$ cat src/rtl/counter_updown_param.sv
// Parameterised up/down counter with wrap or saturate bounds, terminal-count pulse and sticky overflow.
// Define COUNTER_PRESCALE_EN to qualify steps with a divide-by-PRESCALE tick of en.
module counter_updown_param #(
  parameter int unsigned     WIDTH    = 8,
  parameter longint unsigned MAX_VAL  = (64'd1 << WIDTH) - 64'd1,
  parameter int unsigned     SATURATE = 0,
  parameter int unsigned     PRESCALE = 4
) (
  input  logic             clk,
  input  logic             reset,
  input  logic             en,
  input  logic             dir,
  input  logic             load,
  input  logic [WIDTH-1:0] load_val,
  input  logic             clr_ovf,
  output logic [WIDTH-1:0] count,
  output logic             tc,
  output logic             ovf
);

  localparam logic [WIDTH:0]   MAX_EXT = MAX_VAL[WIDTH:0];
  localparam logic [WIDTH-1:0] MAX_CNT = MAX_EXT[WIDTH-1:0];

  if (WIDTH < 2 || WIDTH > 32) begin : g_bad_width
    $error("counter_updown_param: WIDTH out of range");
  end
  if (MAX_VAL < 1 || MAX_VAL > ((64'd1 << WIDTH) - 64'd1)) begin : g_bad_max
    $error("counter_updown_param: MAX_VAL out of range");
  end
  if (PRESCALE < 2 || PRESCALE > 256) begin : g_bad_prescale
    $error("counter_updown_param: PRESCALE out of range");
  end

  logic step;

`ifdef COUNTER_PRESCALE_EN
  localparam int unsigned    PW       = (PRESCALE > 2) ? $clog2(PRESCALE) : 1;
  localparam logic [PW-1:0] PRE_LAST = PW'(PRESCALE - 1);

  logic [PW-1:0] pre_q, pre_d;

  // Tick fires on the PRESCALE-th en cycle itself, so the step lands on that edge.
  always_comb begin
    step  = en && (pre_q == PRE_LAST);
    pre_d = pre_q;
    if (load) begin
      pre_d = '0;
    end else if (en) begin
      pre_d = step ? '0 : pre_q + PW'(1);
    end
  end

  always_ff @(posedge clk or posedge reset) begin
    if (reset) begin
      pre_q <= '0;
    end else begin
      pre_q <= pre_d;
    end
  end
`else
  assign step = en;
`endif

  logic [WIDTH-1:0] count_q, count_d;
  logic             tc_q, tc_d;
  logic             ovf_q, ovf_d;
  logic [WIDTH:0]   count_ext, inc_ext, load_ext;
  logic             at_max, at_min;

  // One extra bit keeps count+1 from aliasing to 0 when MAX_VAL is all ones.
  assign count_ext = {1'b0, count_q};
  assign inc_ext   = count_ext + (WIDTH+1)'(1);
  assign load_ext  = {1'b0, load_val};
  assign at_max    = inc_ext > MAX_EXT;
  assign at_min    = (count_q == '0);

  always_comb begin
    count_d = count_q;
    tc_d    = 1'b0;
    ovf_d   = ovf_q;
    if (clr_ovf) begin
      ovf_d = 1'b0;
    end
    if (load) begin
      count_d = (load_ext > MAX_EXT) ? MAX_CNT : load_val;
    end else if (step) begin
      if (dir) begin
        if (at_max) begin
          tc_d    = 1'b1;
          ovf_d   = 1'b1;
          count_d = (SATURATE != 0) ? count_q : '0;
        end else begin
          count_d = inc_ext[WIDTH-1:0];
        end
      end else begin
        if (at_min) begin
          tc_d    = 1'b1;
          ovf_d   = 1'b1;
          count_d = (SATURATE != 0) ? count_q : MAX_CNT;
        end else begin
          count_d = count_q - WIDTH'(1);
        end
      end
    end
  end

  always_ff @(posedge clk or posedge reset) begin
    if (reset) begin
      count_q <= '0;
      tc_q    <= 1'b0;
      ovf_q   <= 1'b0;
    end else begin
      count_q <= count_d;
      tc_q    <= tc_d;
      ovf_q   <= ovf_d;
    end
  end

  assign count = count_q;
  assign tc    = tc_q;
  assign ovf   = ovf_q;

endmodule

$ cat config.mk
export PLATFORM = sky130hd
export DESIGN_NAME = counter_updown_param
export DESIGN_NICKNAME = d
export VERILOG_FILES = /design/src/rtl/counter_updown_param.sv
export SDC_FILE = /design/constraint.sdc
export NUM_CORES = 1
export LEC_CHECK = 0
export CORE_UTILIZATION = 50
export CTS_CLUSTER_SIZE = 28
export DETAILED_ROUTE_END_ITERATION = 8
export PLACE_DENSITY = 0.8
export SETUP_SLACK_MARGIN = 0.05
export SLEW_MARGIN = 20
export SYNTH_ARGS = -nofsm -noshare
export SYNTH_HDL_FRONTEND = slang
export SYNTH_SLANG_ARGS = --single-unit
$ cat constraint.sdc
create_clock -name clk -period 5.1 [get_ports clk]
set_input_delay 1.02 -clock clk [delete_from_list [all_inputs] [get_ports clk]]
set_output_delay 1.02 -clock clk [all_outputs]
set_load 0.01 [all_outputs]
==> metrics.txt, run 1 <==
# TYPE chip_impl_metric gauge
chip_impl_metric{name="vdd_ir_drop_max",unit="mV"} 0.1674
chip_impl_info{name="outcome",value="finished, final reports clean"} 1
chip_impl_metric{name="synth_seq_area_share",unit="%"} 25.77
chip_impl_metric{name="boundaryPins",unit=""} 24
chip_impl_metric{name="crit_required",unit="ps"} 5250
chip_impl_info{name="timing.hold.worst.class",value="reg -> reg"} 1
chip_impl_metric{name="path_max_fanout",unit=""} 13
chip_impl_metric{name="post-route-min-period",unit="ps"} 2672
chip_impl_metric{name="total_of_max_cap_violations",unit=""} 0
chip_impl_metric{name="first_global_vias",unit=""} 913
chip_impl_metric{name="vias_per_instance",unit=""} 6.185
chip_impl_info{name="worst_setup_path_end_kind",value="register"} 1
chip_impl_metric{name="grt_remaining_overflow",unit=""} 0
chip_impl_metric{name="inserted_clock_buffers",unit=""} 3
chip_impl_metric{name="drt_iter0_drc",unit=""} 22
chip_impl_metric{name="layout_worst_path_cycle_share",unit="%"} 52.39
chip_impl_metric{name="timing.hold.ws",unit="ps"} 620.8
chip_impl_metric{name="floorplan.die_area",unit="sq mm"} 0.002122
chip_impl_metric{name="stdcell_area",unit="sq mm"} 0.001194
chip_impl_info{name="crit_path_cell_trace",value="inv_1 -> ha_1 -> nor3b_1 -> a21boi_0 -> a311oi_2 -> nand2_1 -> a221o_1"} 1
chip_impl_info{name="cts_tree",value="built"} 1
chip_impl_metric{name="buffer_ports.inserted",unit=""} 23
chip_impl_metric{name="multiInputGateArea",unit="sq um"} 615.6
chip_impl_metric{name="syn-num-nets",unit=""} 139
chip_impl_metric{name="netlist-cell-type-count",unit=""} 43
chip_impl_info{name="worst_path_max_delay_cell",value="sky130_fd_sc_hd__dfrtp_1"} 1
chip_impl_metric{name="final_antenna_net_count",unit=""} 0
chip_impl_metric{name="data_arrival_time_at_the_worst_slack_endpoint",unit="ps"} 2820
chip_impl_info{name="synth_top_family_by_area",value="simple AND/OR/NAND/NOR gates"} 1
chip_impl_metric{name="timing.fmax",unit="GHz"} 0.3743
chip_impl_metric{name="dieWidth",unit="um"} 46.07
chip_impl_metric{name="timing.max_slew.rel_slack",unit="%"} 58.78
chip_impl_info{name="mostFrequentLayoutCell",value="sky130_fd_sc_hd__clkdlybuf4s50_1"} 1
chip_impl_metric{name="worst_slew_pin_slew",unit="ps"} 616.4
chip_impl_metric{name="compound_cell_area_share_of_the_yosys_netlist",unit="%"} 24.23
chip_impl_metric{name="p_leak",unit="nW"} 0.4552
chip_impl_metric{name="global_route.usage.total",unit="%"} 27.60
chip_impl_metric{name="drt_pre_antenna_iters",unit=""} 4
chip_impl_metric{name="clock-skew-final",unit="ps"} 10.41
chip_impl_metric{name="post_route_cells_drive_above_1_share",unit="%"} 7.299
chip_impl_metric{name="coreArea",unit="sq mm"} 0.001764
chip_impl_info{name="crit_family",value="compound AO/OA/AOI/OAI gates"} 1
chip_impl_metric{name="multiplexer_fraction_of_the_synthesized_cell_area",unit="%"} 0
chip_impl_metric{name="finalSetupViolations",unit=""} 0
chip_impl_info{name="grt_setup_unrepaired",value="no"} 1
chip_impl_metric{name="syn-mean-instance-area",unit="sq um"} 8.024
chip_impl_metric{name="antenna_found_initial",unit=""} 0
chip_impl_metric{name="number_of_nets_in_the_layout",unit=""} 156
chip_impl_metric{name="syn_area",unit="sq um"} 970.9
chip_impl_metric{name="syn-instance-count",unit=""} 121
chip_impl_metric{name="stdcell_count",unit=""} 162
chip_impl_metric{name="route.final.wire_length",unit="mm"} 2.510
chip_impl_metric{name="dpl-instance-area",unit="sq mm"} 0.001157
chip_impl_metric{name="maxSlewViolCount",unit=""} 0
chip_impl_metric{name="dp_hpwl",unit="mm"} 1.846
chip_impl_metric{name="dp_cells",unit=""} 158
chip_impl_metric{name="cts_htree_levels",unit=""} 1
chip_impl_metric{name="cts.sink_count",unit=""} 10
chip_impl_metric{name="worst_slack",unit="ps"} 2428
chip_impl_metric{name="total_neg_setup_slack",unit="ps"} 0
chip_impl_metric{name="grt_pass1_wl",unit="mm"} 4.105
chip_impl_metric{name="vias",unit=""} 1002
chip_impl_metric{name="power.density",unit="mW/mm^2"} 240.4
chip_impl_info{name="most-common-layout-cells",value="sky130_fd_sc_hd__clkdlybuf4s50_1, sky130_fd_sc_hd__nand2_1, sky130_fd_sc_hd__nor2_1, sky130_fd_sc_hd__dfrtp_1, sky130_fd_sc_hd__inv_1"} 1
chip_impl_metric{name="routed_wire_length_per_instance",unit="um"} 15.49
chip_impl_metric{name="layout-area-overhead-vs-synth",unit="%"} 22.94
chip_impl_info{name="critical_path_class",value="reg -> reg"} 1
chip_impl_metric{name="antenna_cells",unit=""} 0
chip_impl_metric{name="start_util",unit="%"} 55.04
chip_impl_metric{name="cts_repair_resize_count",unit=""} 0
chip_impl_metric{name="post_cts_hold_fix_bufs",unit=""} 0
chip_impl_info{name="clk_root_buffer_cell",value="sky130_fd_sc_hd__clkbuf_4"} 1
chip_impl_metric{name="dp_slack",unit="ps"} 2275
chip_impl_info{name="crit_path_start_kind",value="register"} 1
chip_impl_metric{name="synthAdderAreaFrac",unit="%"} 5.155
chip_impl_metric{name="synth-simple-area-share",unit="%"} 30.41
chip_impl_metric{name="timing.final.hold_violations",unit=""} 0
chip_impl_metric{name="clock_tree.buffer_depth",unit=""} 2
chip_impl_metric{name="std_cell_rows",unit=""} 15
chip_impl_metric{name="die_y",unit="um"} 46.07
chip_impl_metric{name="post-cts-setup-buffers",unit=""} 0
chip_impl_metric{name="max_stage_delay",unit="ps"} 610
chip_impl_metric{name="gp_congestion",unit=""} 0.9110
chip_impl_metric{name="yosys_register_bits",unit=""} 10
chip_impl_metric{name="final-seq-area",unit="sq um"} 250.2
chip_impl_metric{name="detail_route.drc_violations",unit=""} 0
chip_impl_metric{name="critical_path.n_buffers_inverters",unit=""} 1
chip_impl_metric{name="clk_pin_slew",unit="ps"} 80
chip_impl_metric{name="fillers",unit=""} 170
chip_impl_metric{name="yosys.area_share.xor_xnor",unit="%"} 3.608
chip_impl_metric{name="synth_warnings",unit=""} 0
chip_impl_metric{name="worstSkewPairLatency",unit="ps"} 280
chip_impl_metric{name="grt_max_degree",unit=""} 20
==> cell families after synthesis <==
kind of cell               count (synthesis)
buffers and inverters                     19
AOI/OAI and AO/OA                         32
xor gates and xnor gates                   4
and+or+nand+nor                           52
DFF                                       10
adders and majority gates                  4
==> worst register-to-register path, stage by stage, from the launching register on <==
cell                       delay [ps]
sky130_fd_sc_hd__dfrtp_1          610
sky130_fd_sc_hd__inv_1            170
sky130_fd_sc_hd__ha_1             330
sky130_fd_sc_hd__nor3b_1          300
sky130_fd_sc_hd__a21boi_0         160
sky130_fd_sc_hd__a311oi_2         420
sky130_fd_sc_hd__nand2_1          210
sky130_fd_sc_hd__a221o_1          340
==> per-layer routing <==
| layer | routed length, um | global-route usage (%) | vias to the layer above |
|---|---|---|---|
| li1 | - | - | 476 |
| met5 | 0 | 0 | - |
| met3 | 172 | 8.235 | 8 |
| met4 | 41 | 9.412 | 0 |
| met1 | 1109 | 39.16 | 472 |
| met2 | 1187 | 39.72 | 46 |
==> worst paths after layout <==
kind	from	to	slack, ps	depth (start not counted)
max	count[0]	count[3]	2430	7
min	ovf	ovf	620	2
max reg2reg	count[0]	count[3]	2430	7
min reg2reg	ovf	ovf	620	2
max in group asynchronous	reset	ovf	3790	2
min in group asynchronous	reset	count[0]	1020	2
==> power by group <==
part | total, mW | internal [mW] | switching (mW)
registers | 0.111 | 0.0866 | 0.0249
logic | 0.0992 | 0.0516 | 0.0475
clock network | 0.0763 | 0.0434 | 0.0329
total | 0.287 | 0.182 | 0.105
==> registers in the layout, summed over array words and instances (netlist names) <==
name and cells:
tc 1, count 8, ovf 1
==> synthesized netlist by cell type (all sizes together) <==
library cell | count | share of area [%]
clkbuf | 3 | 2.2
xnor2 | 1 | 0.90
a311oi | 1 | 1.5
nor4 | 1 | 0.64
a31o | 2 | 1.8
a21o | 1 | 0.77
nand2 | 10 | 3.9
nor3 | 5 | 3.7
nand2b | 2 | 1.3
or3 | 3 | 1.9
o221ai | 4 | 3.6
a31oi | 2 | 1.3
nand4 | 2 | 1.3
nor2 | 10 | 3.9
inv | 8 | 3.1
a2111oi | 1 | 1.0
or4 | 1 | 1.2
o211ai | 2 | 1.5
o41ai | 2 | 1.8
nor4b | 2 | 2.4
a21oi | 7 | 3.6
nor3b | 3 | 2.3
o22ai | 1 | 0.64
nor2b | 2 | 1.3
o21ai | 4 | 2.1
and3 | 1 | 0.64
nand3 | 6 | 3.1
o311a | 1 | 1.0
or2b | 2 | 1.5
dfrtp | 10 | 26
ha | 4 | 5.2
a21boi | 2 | 1.5
a221o | 1 | 1.0
and2 | 2 | 1.3
xor2 | 3 | 2.7
o311ai | 1 | 0.90
buf | 8 | 5.5
==> through the flow <==
step / utilization (%) / power (mW)
finish: 67.66 / 0.2869
global route: 67.66 / 0.3034
CTS: 67.66 / 0.2844
detailed placement: 65.60 / 0.2102
global placement: 65.60 / 0.2074
floorplan: - / 0.1767
==> final cells by class <==
class | count | area share, %
timing repair buffer | 23 | 19.29
clock buffer | 4 | 3.040
inverter | 8 | 2.516
multi-input combinational | 92 | 51.57
sequential | 10 | 20.96
tap | 25 | 2.621
Note: power is estimated with default switching activity, not from simulation.
==> run 2, diff against run 1 <==
--- a/config.mk
+++ b/config.mk
@@ -5,10 +5,10 @@
 export SDC_FILE = /design/constraint.sdc
 export NUM_CORES = 1
 export LEC_CHECK = 0
-export CORE_UTILIZATION = 50
+export CORE_UTILIZATION = 48
 export CTS_CLUSTER_SIZE = 28
 export DETAILED_ROUTE_END_ITERATION = 8
-export PLACE_DENSITY = 0.8
+export PLACE_DENSITY = 0.77
 export SETUP_SLACK_MARGIN = 0.05
 export SLEW_MARGIN = 20
 export SYNTH_ARGS = -nofsm -noshare
==> constraint.sdc (replaced) <==
create_clock -name clk -period 2.5 [get_ports clk]
set_input_delay 0.5 -clock clk [delete_from_list [all_inputs] [get_ports clk]]
set_output_delay 0.5 -clock clk [all_outputs]
set_load 0.01 [all_outputs]
==> run 2 against run 1 <==
Effect of this change:
- register-to-register slack got worse by 2200 ps
- worst setup slack got worse by 2200 ps
- clock skew decreased by 7.3 ps
- cell count increased by 3.1%
- clock-buffer cell count unchanged
- final area increased by 3.2%
- global-route usage increased by 0.50 points
- sequential share of layout area decreased by 0.56 points
- largest cell class unchanged
- highest routed layer unchanged
==> metrics.txt, run 2 (synthesis results as in run 1) <==
# TYPE chip_impl_metric gauge
chip_impl_metric{name="final_core_util",unit="%"} 68.40
chip_impl_metric{name="timing.hold.ws",unit="ps"} 505.0
chip_impl_info{name="outcome",value="finished, final reports clean"} 1
chip_impl_info{name="mostFrequentLayoutCell",value="sky130_fd_sc_hd__clkdlybuf4s50_1"} 1
chip_impl_metric{name="timing.final.hold_violations",unit=""} 0
chip_impl_metric{name="cellInternalPower",unit="uW"} 380.5
chip_impl_metric{name="timing.max_slew.rel_slack",unit="%"} 71.43
chip_impl_metric{name="inserted_clock_buffers",unit=""} 3
chip_impl_metric{name="std_cell_rows",unit=""} 15
chip_impl_metric{name="routed_wire_length_per_instance",unit="um"} 16.14
chip_impl_metric{name="grt_pass1_wl",unit="mm"} 4.333
chip_impl_metric{name="power.net_switching",unit="uW"} 218.8
chip_impl_metric{name="layout_worst_path_cycle_share",unit="%"} 92.40
chip_impl_metric{name="clkPwrFrac",unit="%"} 25.8
chip_impl_metric{name="grt_max_degree",unit=""} 19
chip_impl_metric{name="vias",unit=""} 1030
chip_impl_metric{name="timing.fmax",unit="GHz"} 0.4329
chip_impl_info{name="cts_tree",value="built"} 1
chip_impl_metric{name="gp_congestion",unit=""} 0.9909
chip_impl_metric{name="drt_pre_antenna_iters",unit=""} 4
chip_impl_metric{name="buffer_ports.inserted",unit=""} 23
chip_impl_metric{name="vias_per_instance",unit=""} 6.168
chip_impl_metric{name="dp_hpwl",unit="mm"} 1.938
chip_impl_metric{name="total_neg_setup_slack",unit="ps"} 0
chip_impl_metric{name="drt_iter0_drc",unit=""} 36
chip_impl_metric{name="worstSkewPairLatency",unit="ps"} 280
chip_impl_metric{name="post-cts-setup-buffers",unit=""} 0
chip_impl_metric{name="cts_htree_levels",unit=""} 1
chip_impl_metric{name="detail_route.drc_violations",unit=""} 0
chip_impl_metric{name="p_leak",unit="nW"} 0.4782
chip_impl_metric{name="number_of_nets_in_the_layout",unit=""} 161
chip_impl_metric{name="design_power_total",unit="uW"} 599.3
chip_impl_metric{name="vdd_ir_drop_max",unit="mV"} 0.3242
chip_impl_metric{name="dp_slack",unit="ps"} 180.5
chip_impl_metric{name="coreArea",unit="sq mm"} 0.001802
chip_impl_info{name="crit_path_start_kind",value="register"} 1
chip_impl_metric{name="antenna_found_initial",unit=""} 0
chip_impl_metric{name="floorplan.die_area",unit="sq mm"} 0.002207
chip_impl_metric{name="start_util",unit="%"} 53.89
chip_impl_metric{name="fillers",unit=""} 147
chip_impl_metric{name="antenna_cells",unit=""} 0
chip_impl_metric{name="clock-skew-final",unit="ps"} 3.079
chip_impl_metric{name="power.density",unit="mW/mm^2"} 486.3
chip_impl_metric{name="clk_pin_slew",unit="ps"} 70
chip_impl_info{name="critical_path_class",value="reg -> reg"} 1
chip_impl_info{name="timing.hold.worst.class",value="in -> async"} 1
chip_impl_metric{name="p_comb_share",unit="%"} 37.5
chip_impl_metric{name="cts.sink_count",unit=""} 10
chip_impl_metric{name="total_of_max_cap_violations",unit=""} 0
chip_impl_metric{name="stdcell_area",unit="sq mm"} 0.001232
chip_impl_metric{name="post-route-min-period",unit="ps"} 2310
chip_impl_metric{name="post_route_cells_drive_above_1_share",unit="%"} 11.27
chip_impl_metric{name="worst_slew_pin_slew",unit="ps"} 428.5
chip_impl_metric{name="route.final.wire_length",unit="mm"} 2.695
chip_impl_metric{name="maxSlewViolCount",unit=""} 0
chip_impl_metric{name="first_global_vias",unit=""} 925
chip_impl_metric{name="finalSetupViolations",unit=""} 0
chip_impl_info{name="most-common-layout-cells",value="sky130_fd_sc_hd__clkdlybuf4s50_1, sky130_fd_sc_hd__nand2_1, sky130_fd_sc_hd__nor2_1"} 1
chip_impl_metric{name="dieWidth",unit="um"} 46.98
chip_impl_metric{name="stdcell_count",unit=""} 167
chip_impl_info{name="worstSetupStartpoint",value="count[0]"} 1
chip_impl_metric{name="crit_required",unit="ps"} 2670
chip_impl_metric{name="post_cts_hold_fix_bufs",unit=""} 0
chip_impl_info{name="worst_setup_path_end_kind",value="register"} 1
chip_impl_metric{name="die_y",unit="um"} 46.98
chip_impl_info{name="reg2reg_from",value="count[0]"} 1
chip_impl_metric{name="global_route.usage.total",unit="%"} 28.11
chip_impl_info{name="grt_setup_unrepaired",value="no"} 1
chip_impl_metric{name="dpl-instance-area",unit="sq mm"} 0.001195
chip_impl_info{name="critPathCapture",value="count[3]"} 1
chip_impl_info{name="clk_root_buffer_cell",value="sky130_fd_sc_hd__clkbuf_4"} 1
chip_impl_metric{name="layout-area-overhead-vs-synth",unit="%"} 26.93
chip_impl_metric{name="path_max_fanout",unit=""} 7
chip_impl_metric{name="final_antenna_net_count",unit=""} 0
chip_impl_metric{name="clock_tree.buffer_depth",unit=""} 2
chip_impl_metric{name="cts_repair_resize_count",unit=""} 0
chip_impl_metric{name="netSwitchingFraction",unit="%"} 36.51
chip_impl_info{name="regToRegEndpoint",value="count[3]"} 1
chip_impl_metric{name="boundaryPins",unit=""} 24
chip_impl_metric{name="grt_remaining_overflow",unit=""} 0
chip_impl_metric{name="largest_register_ffs",unit=""} 8
chip_impl_metric{name="worst_slack",unit="ps"} 190.0
chip_impl_metric{name="dp_cells",unit=""} 163
chip_impl_metric{name="seq_power_share",unit="%"} 36.7
chip_impl_metric{name="reg2reg_depth",unit=""} 7
chip_impl_metric{name="data_arrival_time_at_the_worst_slack_endpoint",unit="ps"} 2480
chip_impl_metric{name="r2r_slack",unit="ps"} 190
## run 2: cell count changes in the layout (fill, tap and decap cells not counted), sizes merged
cell  change
buf       +5
## run 2: layer usage
metal | up-vias | routed length [um] | share of wire [%] | track usage (%)
met1 | 478 | 1205 | 45 | 41.33
met5 | - | 0 | 0 | 0
met3 | 11 | 220 | 8.2 | 2.692
li1 | 483 | - | - | -
met4 | 0 | 69 | 2.6 | 12.00
met2 | 58 | 1201 | 45 | 41.94
## run 2: power groups by stage
stage / combinational [mW] / sequential, mW / clock (mW)
5_1_grt: 0.244 / 0.222 / 0.161
3_5_place_dp: 0.219 / 0.221 / 0
3_3_place_gp: 0.215 / 0.218 / 0
6_report: 0.225 / 0.220 / 0.154
2_1_floorplan: 0.160 / 0.200 / 0
4_1_cts: 0.223 / 0.217 / 0.154
## run 2: worst min-delay path by stage
| stage | slack, ps | startpoint | to |
|---|---|---|---|
| floorplan | 340 | reset | count[0] |
| global placement | 610 | ovf | ovf |
| detailed placement | 590 | ovf | ovf |
| CTS | 520 | reset | ovf |
| global route | 590 | reset | tc |
| finish | 500 | reset | ovf |
## run 2: cell type report
class                           count  area [sq um]  share of cell area (%)
Multi-Input combinational cell     92         615.6                   49.95
Tap cell                           25         31.28                   2.538
Clock buffer                        4         36.28                   2.944
Inverter                            8         30.03                   2.437
Sequential cell                    10         251.5                   20.41
Timing Repair Buffer               28         267.8                   21.73
## run 2: critical path: stages, from the launching register on
cell                       delay, ps
sky130_fd_sc_hd__dfrtp_1         480
sky130_fd_sc_hd__inv_1           150
sky130_fd_sc_hd__ha_1            310
sky130_fd_sc_hd__nor3b_1         210
sky130_fd_sc_hd__a21boi_0        140
sky130_fd_sc_hd__a311oi_2        380
sky130_fd_sc_hd__nand2_1         200
sky130_fd_sc_hd__a221o_1         320
==> run 3, diff against run 2 <==
--- a/config.mk
+++ b/config.mk
@@ -5,12 +5,12 @@
 export SDC_FILE = /design/constraint.sdc
 export NUM_CORES = 1
 export LEC_CHECK = 0
+export CORE_MARGIN = 5
 export CORE_UTILIZATION = 48
 export CTS_CLUSTER_SIZE = 28
 export DETAILED_ROUTE_END_ITERATION = 8
 export PLACE_DENSITY = 0.77
 export SETUP_SLACK_MARGIN = 0.05
-export SLEW_MARGIN = 20
 export SYNTH_ARGS = -nofsm -noshare
 export SYNTH_HDL_FRONTEND = slang
 export SYNTH_SLANG_ARGS = --single-unit
==> run 3 against run 2 <==
Effect of this change:
- first-iteration DRC count down 39%
- worst hold slack better by 12 ps
- maximum frequency up 3.3%
- non-clock buffer count up 1
- clock skew down 1.9 ps
- worst setup slack better by 74 ps
- flip-flop and latch count unchanged
- die area up 37%
- core utilization down 5.2 points
- clock-buffer cell count down 1
- clock power down 24%
- register-to-register slack better by 70 ps
- largest cell class unchanged
==> metrics.txt, run 3 (synthesis results as in run 1) <==
# TYPE chip_impl_metric gauge
chip_impl_metric{name="grt_pass1_wl",unit="mm"} 4.333
chip_impl_metric{name="max_stage_delay",unit="ps"} 450
chip_impl_metric{name="inserted_clock_buffers",unit=""} 3
chip_impl_metric{name="vias",unit=""} 989
chip_impl_metric{name="grt_max_degree",unit=""} 19
chip_impl_metric{name="layout-area-overhead-vs-synth",unit="%"} 26.42
chip_impl_metric{name="reg2reg_depth",unit=""} 7
chip_impl_metric{name="dieWidth",unit="um"} 54.98
chip_impl_info{name="cts_tree",value="built"} 1
chip_impl_metric{name="power.density",unit="mW/mm^2"} 457.6
chip_impl_metric{name="post_cts_hold_fix_bufs",unit=""} 0
chip_impl_metric{name="crit_required",unit="ps"} 2660
chip_impl_metric{name="first_global_vias",unit=""} 954
chip_impl_info{name="worst_path_max_delay_cell",value="sky130_fd_sc_hd__dfrtp_1"} 1
chip_impl_metric{name="clk_pin_slew",unit="ps"} 70
chip_impl_metric{name="cts.sink_count",unit=""} 10
chip_impl_metric{name="p_leak",unit="nW"} 0.4771
chip_impl_metric{name="route.final.wire_length",unit="mm"} 2.636
chip_impl_metric{name="coreArea",unit="sq mm"} 0.001942
chip_impl_metric{name="dpl-instance-area",unit="sq mm"} 0.001205
chip_impl_info{name="most-common-layout-cells",value="sky130_fd_sc_hd__clkdlybuf4s50_1, sky130_fd_sc_hd__nand2_1, sky130_fd_sc_hd__nor2_1, sky130_fd_sc_hd__dfrtp_1, sky130_fd_sc_hd__inv_1"} 1
chip_impl_metric{name="power.net_switching",unit="uW"} 211.2
chip_impl_metric{name="floorplan.die_area",unit="sq mm"} 0.003022
chip_impl_metric{name="netSwitchingFraction",unit="%"} 37.61
chip_impl_metric{name="total_of_max_cap_violations",unit=""} 0
chip_impl_metric{name="start_util",unit="%"} 50.00
chip_impl_metric{name="detail_route.drc_violations",unit=""} 0
chip_impl_metric{name="design_power_total",unit="uW"} 561.6
chip_impl_metric{name="total_neg_setup_slack",unit="ps"} 0
chip_impl_metric{name="drt_pre_antenna_iters",unit=""} 4
chip_impl_metric{name="post-route-min-period",unit="ps"} 2236
chip_impl_metric{name="critical_path.n_buffers_inverters",unit=""} 1
chip_impl_metric{name="clkPwrFrac",unit="%"} 20.9
chip_impl_metric{name="dp_slack",unit="ps"} 289.8
chip_impl_info{name="grt_setup_unrepaired",value="no"} 1
chip_impl_metric{name="std_cell_rows",unit=""} 16
chip_impl_metric{name="gp_congestion",unit=""} 0.9511
chip_impl_metric{name="largest_register_ffs",unit=""} 8
chip_impl_metric{name="seq_power_share",unit="%"} 38.0
chip_impl_metric{name="layout_worst_path_cycle_share",unit="%"} 89.44
chip_impl_metric{name="stdcell_area",unit="sq mm"} 0.001227
chip_impl_metric{name="cellInternalPower",unit="uW"} 350.4
chip_impl_metric{name="number_of_nets_in_the_layout",unit=""} 162
chip_impl_info{name="clk_root_buffer_cell",value="sky130_fd_sc_hd__clkbuf_4"} 1
chip_impl_metric{name="timing.fmax",unit="GHz"} 0.4473
chip_impl_info{name="timing.hold.worst.class",value="in -> async"} 1
chip_impl_info{name="regToRegEndpoint",value="count[3]"} 1
chip_impl_metric{name="final_antenna_net_count",unit=""} 0
chip_impl_metric{name="final_core_util",unit="%"} 63.21
chip_impl_info{name="reg2reg_from",value="count[0]"} 1
chip_impl_metric{name="r2r_slack",unit="ps"} 260
chip_impl_metric{name="worst_slew_pin_slew",unit="ps"} 460.2
chip_impl_metric{name="antenna_found_initial",unit=""} 0
chip_impl_metric{name="global_route.usage.total",unit="%"} 20.16
chip_impl_metric{name="boundaryPins",unit=""} 24
chip_impl_metric{name="clock_tree.buffer_depth",unit=""} 2
chip_impl_metric{name="vias_per_instance",unit=""} 5.852
chip_impl_metric{name="vdd_ir_drop_max",unit="mV"} 0.4279
chip_impl_metric{name="buffer_ports.inserted",unit=""} 23
chip_impl_metric{name="post-cts-setup-buffers",unit=""} 0
chip_impl_metric{name="clock-skew-final",unit="ps"} 1.176
chip_impl_metric{name="maxSlewViolCount",unit=""} 0
chip_impl_metric{name="grt_remaining_overflow",unit=""} 0
chip_impl_metric{name="cts_htree_levels",unit=""} 1
chip_impl_metric{name="cts_repair_resize_count",unit=""} 0
chip_impl_metric{name="p_comb_share",unit="%"} 41.1
chip_impl_info{name="mostFrequentLayoutCell",value="sky130_fd_sc_hd__clkdlybuf4s50_1"} 1
chip_impl_metric{name="worstSkewPairLatency",unit="ps"} 280
chip_impl_metric{name="drt_iter0_drc",unit=""} 22
chip_impl_info{name="outcome",value="finished, final reports clean"} 1
chip_impl_metric{name="die_y",unit="um"} 54.98
chip_impl_metric{name="data_arrival_time_at_the_worst_slack_endpoint",unit="ps"} 2400
chip_impl_info{name="crit_path_start_kind",value="register"} 1
chip_impl_info{name="crit_family",value="compound AO/OA/AOI/OAI gates"} 1
chip_impl_info{name="worst_setup_path_end_kind",value="register"} 1
chip_impl_metric{name="routed_wire_length_per_instance",unit="um"} 15.60
chip_impl_metric{name="antenna_cells",unit=""} 0
chip_impl_metric{name="timing.max_slew.rel_slack",unit="%"} 69.24
chip_impl_metric{name="timing.final.hold_violations",unit=""} 0
chip_impl_metric{name="dp_hpwl",unit="mm"} 2.028
chip_impl_info{name="critical_path_class",value="reg -> reg"} 1
chip_impl_info{name="crit_path_cell_trace",value="inv_1 -> ha_1 -> nor3b_1 -> a21boi_0 -> a311oi_2 -> nand2_1 -> a221o_1"} 1
chip_impl_metric{name="path_max_fanout",unit=""} 7
chip_impl_metric{name="post_route_cells_drive_above_1_share",unit="%"} 10.56
chip_impl_metric{name="worst_slack",unit="ps"} 264.1
chip_impl_metric{name="finalSetupViolations",unit=""} 0
[run 3: worst max path at each step]
stage | startpoint | to | slack (ps) | cells past startpoint
3_3_place_gp | dir | count[3] | 390 | 4
5_1_grt | count[0] | count[3] | 120 | 7
6_report | count[0] | count[3] | 260 | 7
4_1_cts | count[0] | count[3] | 300 | 7
3_5_place_dp | dir | count[3] | 290 | 4
2_1_floorplan | count[0] | count[3] | 420 | 8
[run 3: through the flow]
step | hold slack [ps] | instances
4_1_cts | 522.0 | 169
6_report | 516.6 | 169
2_1_floorplan | 340.2 | 121
3_3_place_gp | 602.8 | 166
5_1_grt | 538.7 | 169
3_5_place_dp | 589.3 | 166
[run 3: area by class of cell]
| cell class | instances | area [sq um] |
|---|---|---|
| timing repair buffer | 29 | 275.3 |
| inverter | 8 | 30.03 |
| multi-input combinational | 92 | 615.6 |
| clock buffer | 3 | 22.52 |
| fill | 170 | 714.4 |
| sequential | 10 | 250.2 |
| tap | 27 | 33.78 |
[run 3: power groups by stage]
stage / Clock, mW / Combinational [mW] / Sequential [mW]
after floorplan: 0 / 0.160 / 0.200
after global placement: 0 / 0.226 / 0.214
after detailed placement: 0 / 0.229 / 0.215
after CTS: 0.119 / 0.230 / 0.212
after global routing: 0.127 / 0.252 / 0.218
final: 0.117 / 0.231 / 0.213
[run 3: routing by layer]
metal | up-vias | global-route usage (%) | wire length [um]
li1 | 487 | - | -
met1 | 467 | 26.94 | 1225
met2 | 29 | 30.91 | 1233
met3 | 6 | 3.753 | 132
met4 | 0 | 10.12 | 44
met5 | - | 0 | 0
[run 3: worst register-to-register path, cell delays in order, from the launching register on]
cell and delay (ps):
sky130_fd_sc_hd__dfrtp_1 450, sky130_fd_sc_hd__inv_1 130, sky130_fd_sc_hd__ha_1 310, sky130_fd_sc_hd__nor3b_1 200, sky130_fd_sc_hd__a21boi_0 140, sky130_fd_sc_hd__a311oi_2 360, sky130_fd_sc_hd__nand2_1 200, sky130_fd_sc_hd__a221o_1 340
